[config.mk]
export PLATFORM = sky130hd
export DESIGN_NAME = mem_wb_stage
export DESIGN_NICKNAME = d
export VERILOG_FILES = /design/src/rtl/mips_pipe_pkg.sv /design/src/rtl/mem_wb_stage_reg.sv /design/src/rtl/mem_wb_stage.sv
export SDC_FILE = /design/constraint.sdc
export NUM_CORES = 1
export LEC_CHECK = 0
export BUFFER_PORTS_ARGS = -buffer_cell sky130_fd_sc_hd__buf_4
export CORE_AREA = 2 2 84 86
export CTS_CLUSTER_SIZE = 40
export DETAILED_ROUTE_END_ITERATION = 7
export DIE_AREA = 0 0 86 88
export PLACE_DENSITY = 0.82
export SLEW_MARGIN = 0
export SYNTH_ARGS = -nofsm -noshare
export SYNTH_HDL_FRONTEND = slang
export SYNTH_SLANG_ARGS = --single-unit
[constraint.sdc]
create_clock -name clk -period 2.34 [get_ports clk]
set_input_delay 0.234 -clock clk [delete_from_list [all_inputs] [get_ports clk]]
set_output_delay 0.234 -clock clk [all_outputs]
set_load 0.1 [all_outputs]
[src/rtl/mips_pipe_pkg.sv]
// mips_pipe_pkg: shared definitions for the MIPS pipeline MEM/WB slice.
//   WB/M control-bundle bit indices, MEM-stage FSM state type and the
//   default memory-access timeout.
package mips_pipe_pkg;

  localparam int unsigned WB_REGWRITE = 1;
  localparam int unsigned WB_MEMTOREG = 0;
  localparam int unsigned M_MEMREAD   = 1;
  localparam int unsigned M_MEMWRITE  = 0;

  localparam int unsigned TIMEOUT_CYCLES_DEF = 16;

  typedef enum logic {
    IDLE = 1'b0,
    WAIT = 1'b1
  } mem_state_t;

endpackage

[src/rtl/mem_wb_stage_reg.sv]
// mem_wb_reg: MEM/WB pipeline register with bubble insertion.
//   clk, reset     : clock, synchronous active-high reset
//   i_bubble       : 1 = clear RegWrite, hold data and destination
//   i_regwrite     : RegWrite to register
//   i_wdata, i_wid : writeback data and destination register
//   o_regwrite, o_wdata, o_wid : registered writeback bundle
module mem_wb_reg (
  input  logic        clk,
  input  logic        reset,
  input  logic        i_bubble,
  input  logic        i_regwrite,
  input  logic [31:0] i_wdata,
  input  logic [4:0]  i_wid,
  output logic        o_regwrite,
  output logic [31:0] o_wdata,
  output logic [4:0]  o_wid
);

  logic        r_regwrite;
  logic [31:0] r_wdata;
  logic [4:0]  r_wid;

  always_ff @(posedge clk) begin
    if (reset) begin
      r_regwrite <= 1'b0;
      r_wdata    <= '0;
      r_wid      <= '0;
    end else if (i_bubble) begin
      r_regwrite <= 1'b0;
    end else begin
      r_regwrite <= i_regwrite;
      r_wdata    <= i_wdata;
      r_wid      <= i_wid;
    end
  end

  assign o_regwrite = r_regwrite;
  assign o_wdata    = r_wdata;
  assign o_wid      = r_wid;

endmodule

[src/rtl/mem_wb_stage.sv]
// mem_wb_stage: MEM-stage data-memory access controller + MEM/WB register.
//   clk, reset                 : clock, synchronous active-high reset
//   WB_IN [1]RegWrite [0]MemtoReg, M_IN [1]MemRead [0]MemWrite
//   ALU_resultIN, Mem_WDataIN, Reg_WIDIN : EX/MEM bundle
//   dmem_req/we/addr/wdata (out), dmem_ack/rdata (in) : memory handshake
//   stall   : freeze front of pipeline while an access is outstanding
//   bus_err : one-cycle pulse on timeout abort (or misaligned access)
//   RegWrite_OUT, Reg_WDataOUT, Reg_WIDOUT : MEM/WB register outputs
// Optional: define MEM_ALIGN_CHECK_EN to suppress misaligned accesses.
module mem_wb_stage
  import mips_pipe_pkg::*;
#(
  parameter int unsigned TIMEOUT_CYCLES = TIMEOUT_CYCLES_DEF,
  parameter int unsigned CNT_W          = 8
) (
  input  logic        clk,
  input  logic        reset,
  input  logic [1:0]  WB_IN,
  input  logic [1:0]  M_IN,
  input  logic [31:0] ALU_resultIN,
  input  logic [31:0] Mem_WDataIN,
  input  logic [4:0]  Reg_WIDIN,
  output logic        dmem_req,
  output logic        dmem_we,
  output logic [31:0] dmem_addr,
  output logic [31:0] dmem_wdata,
  input  logic        dmem_ack,
  input  logic [31:0] dmem_rdata,
  output logic        stall,
  output logic        bus_err,
  output logic        RegWrite_OUT,
  output logic [31:0] Reg_WDataOUT,
  output logic [4:0]  Reg_WIDOUT
);

  mem_state_t       r_state, w_state_nxt;
  logic [CNT_W-1:0] r_cnt, w_cnt_nxt;
  logic             r_bus_err;

  logic             w_access;
  logic             w_misalign;
  logic             w_go;
  logic             w_timeout;
  logic             w_done;
  logic             w_abort;
  logic [31:0]      w_rdata_sel;
  logic [31:0]      w_wb_data;
  logic             w_wb_regwrite;

  assign w_access = M_IN[M_MEMREAD] | M_IN[M_MEMWRITE];

`ifdef MEM_ALIGN_CHECK_EN
  assign w_misalign = w_access & (ALU_resultIN[1:0] != 2'b00);
`else
  assign w_misalign = 1'b0;
`endif

  // Only an aligned access is presented to memory.
  assign w_go = w_access & ~w_misalign;

  assign dmem_we    = M_IN[M_MEMWRITE];
  assign dmem_addr  = ALU_resultIN;
  assign dmem_wdata = Mem_WDataIN;

  // State register
  always_ff @(posedge clk) begin
    if (reset) begin
      r_state   <= IDLE;
      r_cnt     <= '0;
      r_bus_err <= 1'b0;
    end else begin
      r_state   <= w_state_nxt;
      r_cnt     <= w_cnt_nxt;
      r_bus_err <= w_abort | w_misalign;
    end
  end

  // Next-state logic
  always_comb begin
    w_state_nxt = r_state;
    w_cnt_nxt   = r_cnt;
    case (r_state)
      IDLE: begin
        if (w_go && !dmem_ack) begin
          w_state_nxt = WAIT;
          w_cnt_nxt   = '0;
        end
      end
      WAIT: begin
        if (!w_go || w_done) begin
          w_state_nxt = IDLE;
        end else begin
          w_cnt_nxt = r_cnt + CNT_W'(1);
        end
      end
      default: w_state_nxt = IDLE;
    endcase
  end

  // Output logic; an ack on the timeout cycle wins over the abort.
  always_comb begin
    w_timeout = (r_state == WAIT) && (r_cnt == CNT_W'(TIMEOUT_CYCLES - 1));
    w_done    = dmem_ack | w_timeout;
    w_abort   = w_go & w_timeout & ~dmem_ack;
    dmem_req  = w_go & ~reset;
    stall     = w_go & ~w_done & ~reset;
  end

  // Aborted reads return zero.
  assign w_rdata_sel   = dmem_ack ? dmem_rdata : '0;
  assign w_wb_data     = WB_IN[WB_MEMTOREG] ? w_rdata_sel : ALU_resultIN;
  assign w_wb_regwrite = WB_IN[WB_REGWRITE] & ~w_misalign;

  assign bus_err = r_bus_err;

  mem_wb_reg u_mem_wb_reg (
    .clk        (clk),
    .reset      (reset),
    .i_bubble   (stall),
    .i_regwrite (w_wb_regwrite),
    .i_wdata    (w_wb_data),
    .i_wid      (Reg_WIDIN),
    .o_regwrite (RegWrite_OUT),
    .o_wdata    (Reg_WDataOUT),
    .o_wid      (Reg_WIDOUT)
  );

endmodule

==> impl_metrics.tcl <==
set metrics [dict create \
    finalCritPeriodShare_pct 87.15 \
    skew_ps 5.019 \
    postPlaceCellArea_um2 3224 \
    path_cells "ha_1 > and3_4 > a31o_1 > nor2_2 > buf_4" \
    grt_max_degree 46 \
    yosys-top-cells-area "dfxtp_1 (38%), buf_4 (19%), a221oi_1 (7.2%)" \
    hpwl_um 5360 \
    cp_max_fo 7 \
    cts.sinks 48 \
    postSynthCellCount 294 \
    synth_cell_types 30 \
    clk_path_buf_depth 2 \
    rsz0062_at_grt "no" \
    crit_required_ps 2110 \
    fmax_mhz 490.4 \
    postSynth.asyncResetShare_pct 0 \
    io_pins 214 \
    cts_resized 0 \
    report.final.hold_viol_count 0 \
    seq_area_frac_synth_pct 37.56 \
    route.detailed.drc 0 \
    slew_headroom_pct 54.58 \
    start_util_pct 38.51 \
    n_antenna_cell 0 \
    post_cts_buffers 0 \
    yosysWarnings 0 \
    die_h_um 88 \
    drv_cap 0 \
    finalSetupViolCount 0 \
    crit_buf_inv 1 \
    cts-hold-fix-buffers 0 \
    routed_wl_um 6923 \
    outcome "completed" \
    setup_ws_ps 300.8 \
    area_growth_pct 29.19 \
    die_area_um2 7568 \
    synthesis.area_um2 2559 \
    yosys-top-cells-count "buf_4 (66), dfxtp_1 (48), nor2_1 (39)" \
    pwr-share-seq_pct 37.6 \
    drt-initial-drc-count 62 \
    period_needed_ps 2039 \
    worst_hold_slack_ps 197.7 \
    port_buffers 149 \
    grt_pass1_vias 2219 \
    netlist.area_leader.share_pct 37.56 \
    switchingPower_w 0.001065 \
    synth_top_area_cell "dfxtp_1" \
    ys_ff_latch 48 \
    grt_first_pass_wirelength_um 10070 \
    slew_viol_final 0 \
    antenna_found_initial 0 \
    pwr-share-comb_pct 42.7 \
    utilization_pct 49.76 \
    clk_latency_ps 290 \
    routed_via_density 5.258 \
    fillerInstances 647 \
    hold_path.class "in -> reg" \
    cp_top_family "flip-flops" \
    ys.flop_type "dfxtp_1" \
    irDropWorstVdd_mv 0.3849 \
    synth_edf_count 0 \
    worst-endpoint-arrival_ps 1810 \
    grt_usage_pct 16.50 \
    grt_overflow 0 \
    fin_tns_setup_ps 0 \
    htree_levels 2 \
    p_per_area_nw_per_um2 722.0 \
    p_int_w 0.001321 \
    worstMarginPinSlew_ps 681.2 \
    critical_path.max_stage_delay_ps 350 \
    die_w_um 86 \
    crit_type "reg -> out" \
    synth_fp_nets 403 \
    worst_setup_path_end_kind "output port" \
    avgSynthCellArea_um2 8.703 \
    gp_congestion 0.8650 \
    fin_nets 479 \
    switching_share_pct 44.63 \
    num_rows 30 \
    crit_slowest_cell "dfxtp_1" \
    wl_per_cell_um 15.38 \
    p_leak_nw 1.507 \
    fin_area_um2 3306 \
    power.share.clock_pct 19.7 \
    core-area_um2 6644 \
    start_kind "flop" \
    cts_tree "yes" \
    synth.most_common_cell "buf_4" \
    drt_pre_antenna_iters 4 \
    cts_root_buffer "clkbuf_8" \
    cts_made_buffers 5 \
    vias 2366 \
    cts.reportedPaths.clkPinSlew_ps 80 \
    drive_gt1_share_pct 47.84 \
    ant_nets 0 \
    pre_cts_ws_ps 595.9 \
]
-- cell usage in the layout, fill, tap and decap left out, types with 2 or more instances in the layout --
cell type | Yosys | layout
a21oi_1 | 11 | 11
a221oi_1 | 21 | 21
a221oi_2 | 10 | 10
and2_1 | 2 | 2
buf_4 | 66 | 155
clkbuf_8 | 0 | 5
dfxtp_1 | 48 | 48
inv_1 | 2 | 2
nand2_1 | 16 | 16
nand3_1 | 4 | 4
nor2_1 | 39 | 38
nor3_1 | 34 | 34
nor3b_1 | 2 | 2
or3_1 | 3 | 3
xnor2_1 | 2 | 2
-- flip-flops by register name (all words and copies together) (netlist names) --
signal and count:
bus_err 1, r_state 1, u_mem_wb_reg.o_regwrite 1, r_cnt 8, u_mem_wb_reg.o_wdata 32, u_mem_wb_reg.o_wid 5
-- path summary, 6_finish.rpt --
check | from | endpoint | slack [ps] | depth (start not counted)
min | Reg_WIDIN[4] | u_mem_wb_reg.o_wid[4]$_SDFFE_PP0N_ | 200 | 3
max | r_cnt[0]$_SDFFE_PP0P_ | stall | 300 | 5
min reg2reg | u_mem_wb_reg.o_wid[1]$_SDFFE_PP0N_ | u_mem_wb_reg.o_wid[1]$_SDFFE_PP0N_ | 460 | 2
max reg2reg | r_cnt[0]$_SDFFE_PP0P_ | u_mem_wb_reg.o_wdata[0]$_SDFFE_PP0N_ | 580 | 6
-- area by class of cell --
cell class	instances	area [um2]	area share, %
Timing Repair Buffer	155	1164	35.20
Inverter	2	7.507	0.2271
Clock buffer	5	68.82	2.082
Tap cell	80	100.1	3.028
Multi-Input combinational cell	158	992.2	30.02
Clock inverter	2	12.51	0.3785
Sequential cell	48	960.9	29.07
-- power groups by stage --
stage / Clock, W / Combinational [W] / Sequential (W)
after floorplan: 0 / 0.000699 / 0.00127
after CTS: 0.000485 / 0.00102 / 0.000897
final: 0.000471 / 0.00102 / 0.000897
after global placement: 0 / 0.00101 / 0.000913
after detailed placement: 0 / 0.00102 / 0.000915
after global routing: 0.000519 / 0.00106 / 0.000903
-- kinds of logic after synthesis --
logic type               synth area share [%]
XOR/XNOR                                1.027
buffers and inverters                   24.35
AND/OR/NAND/NOR                         19.32
AO/OA/AOI/OAI                           17.26
adder cells (fa/ha/maj)                0.4889
flip-flops                              37.55
-- metal layers --
layer | track usage (%) | vias up | wire length, um | share of wire, %
li1 | - | 1116 | - | -
met1 | 18.21 | 1131 | 2542 | 37
met2 | 31.01 | 113 | 3682 | 53
met3 | 4.524 | 6 | 643 | 9.3
met4 | 4.473 | 0 | 55 | 0.79
met5 | 0 | - | 0 | 0
-- through the flow --
stage,power (W),std cells
floorplan,0.001968,294
global placement,0.001925,443
detailed placement,0.001939,443
CTS,0.002406,450
global route,0.002478,450
finish,0.002387,450
-- worst register-to-register path: stages, from the launching register on --
cell and delay (ps):
dfxtp_1 390, ha_1 210, and3_4 230, a31o_1 280, buf_4 300, nor2_1 70, nor3_1 200
Power figures use the tool's default switching activity.
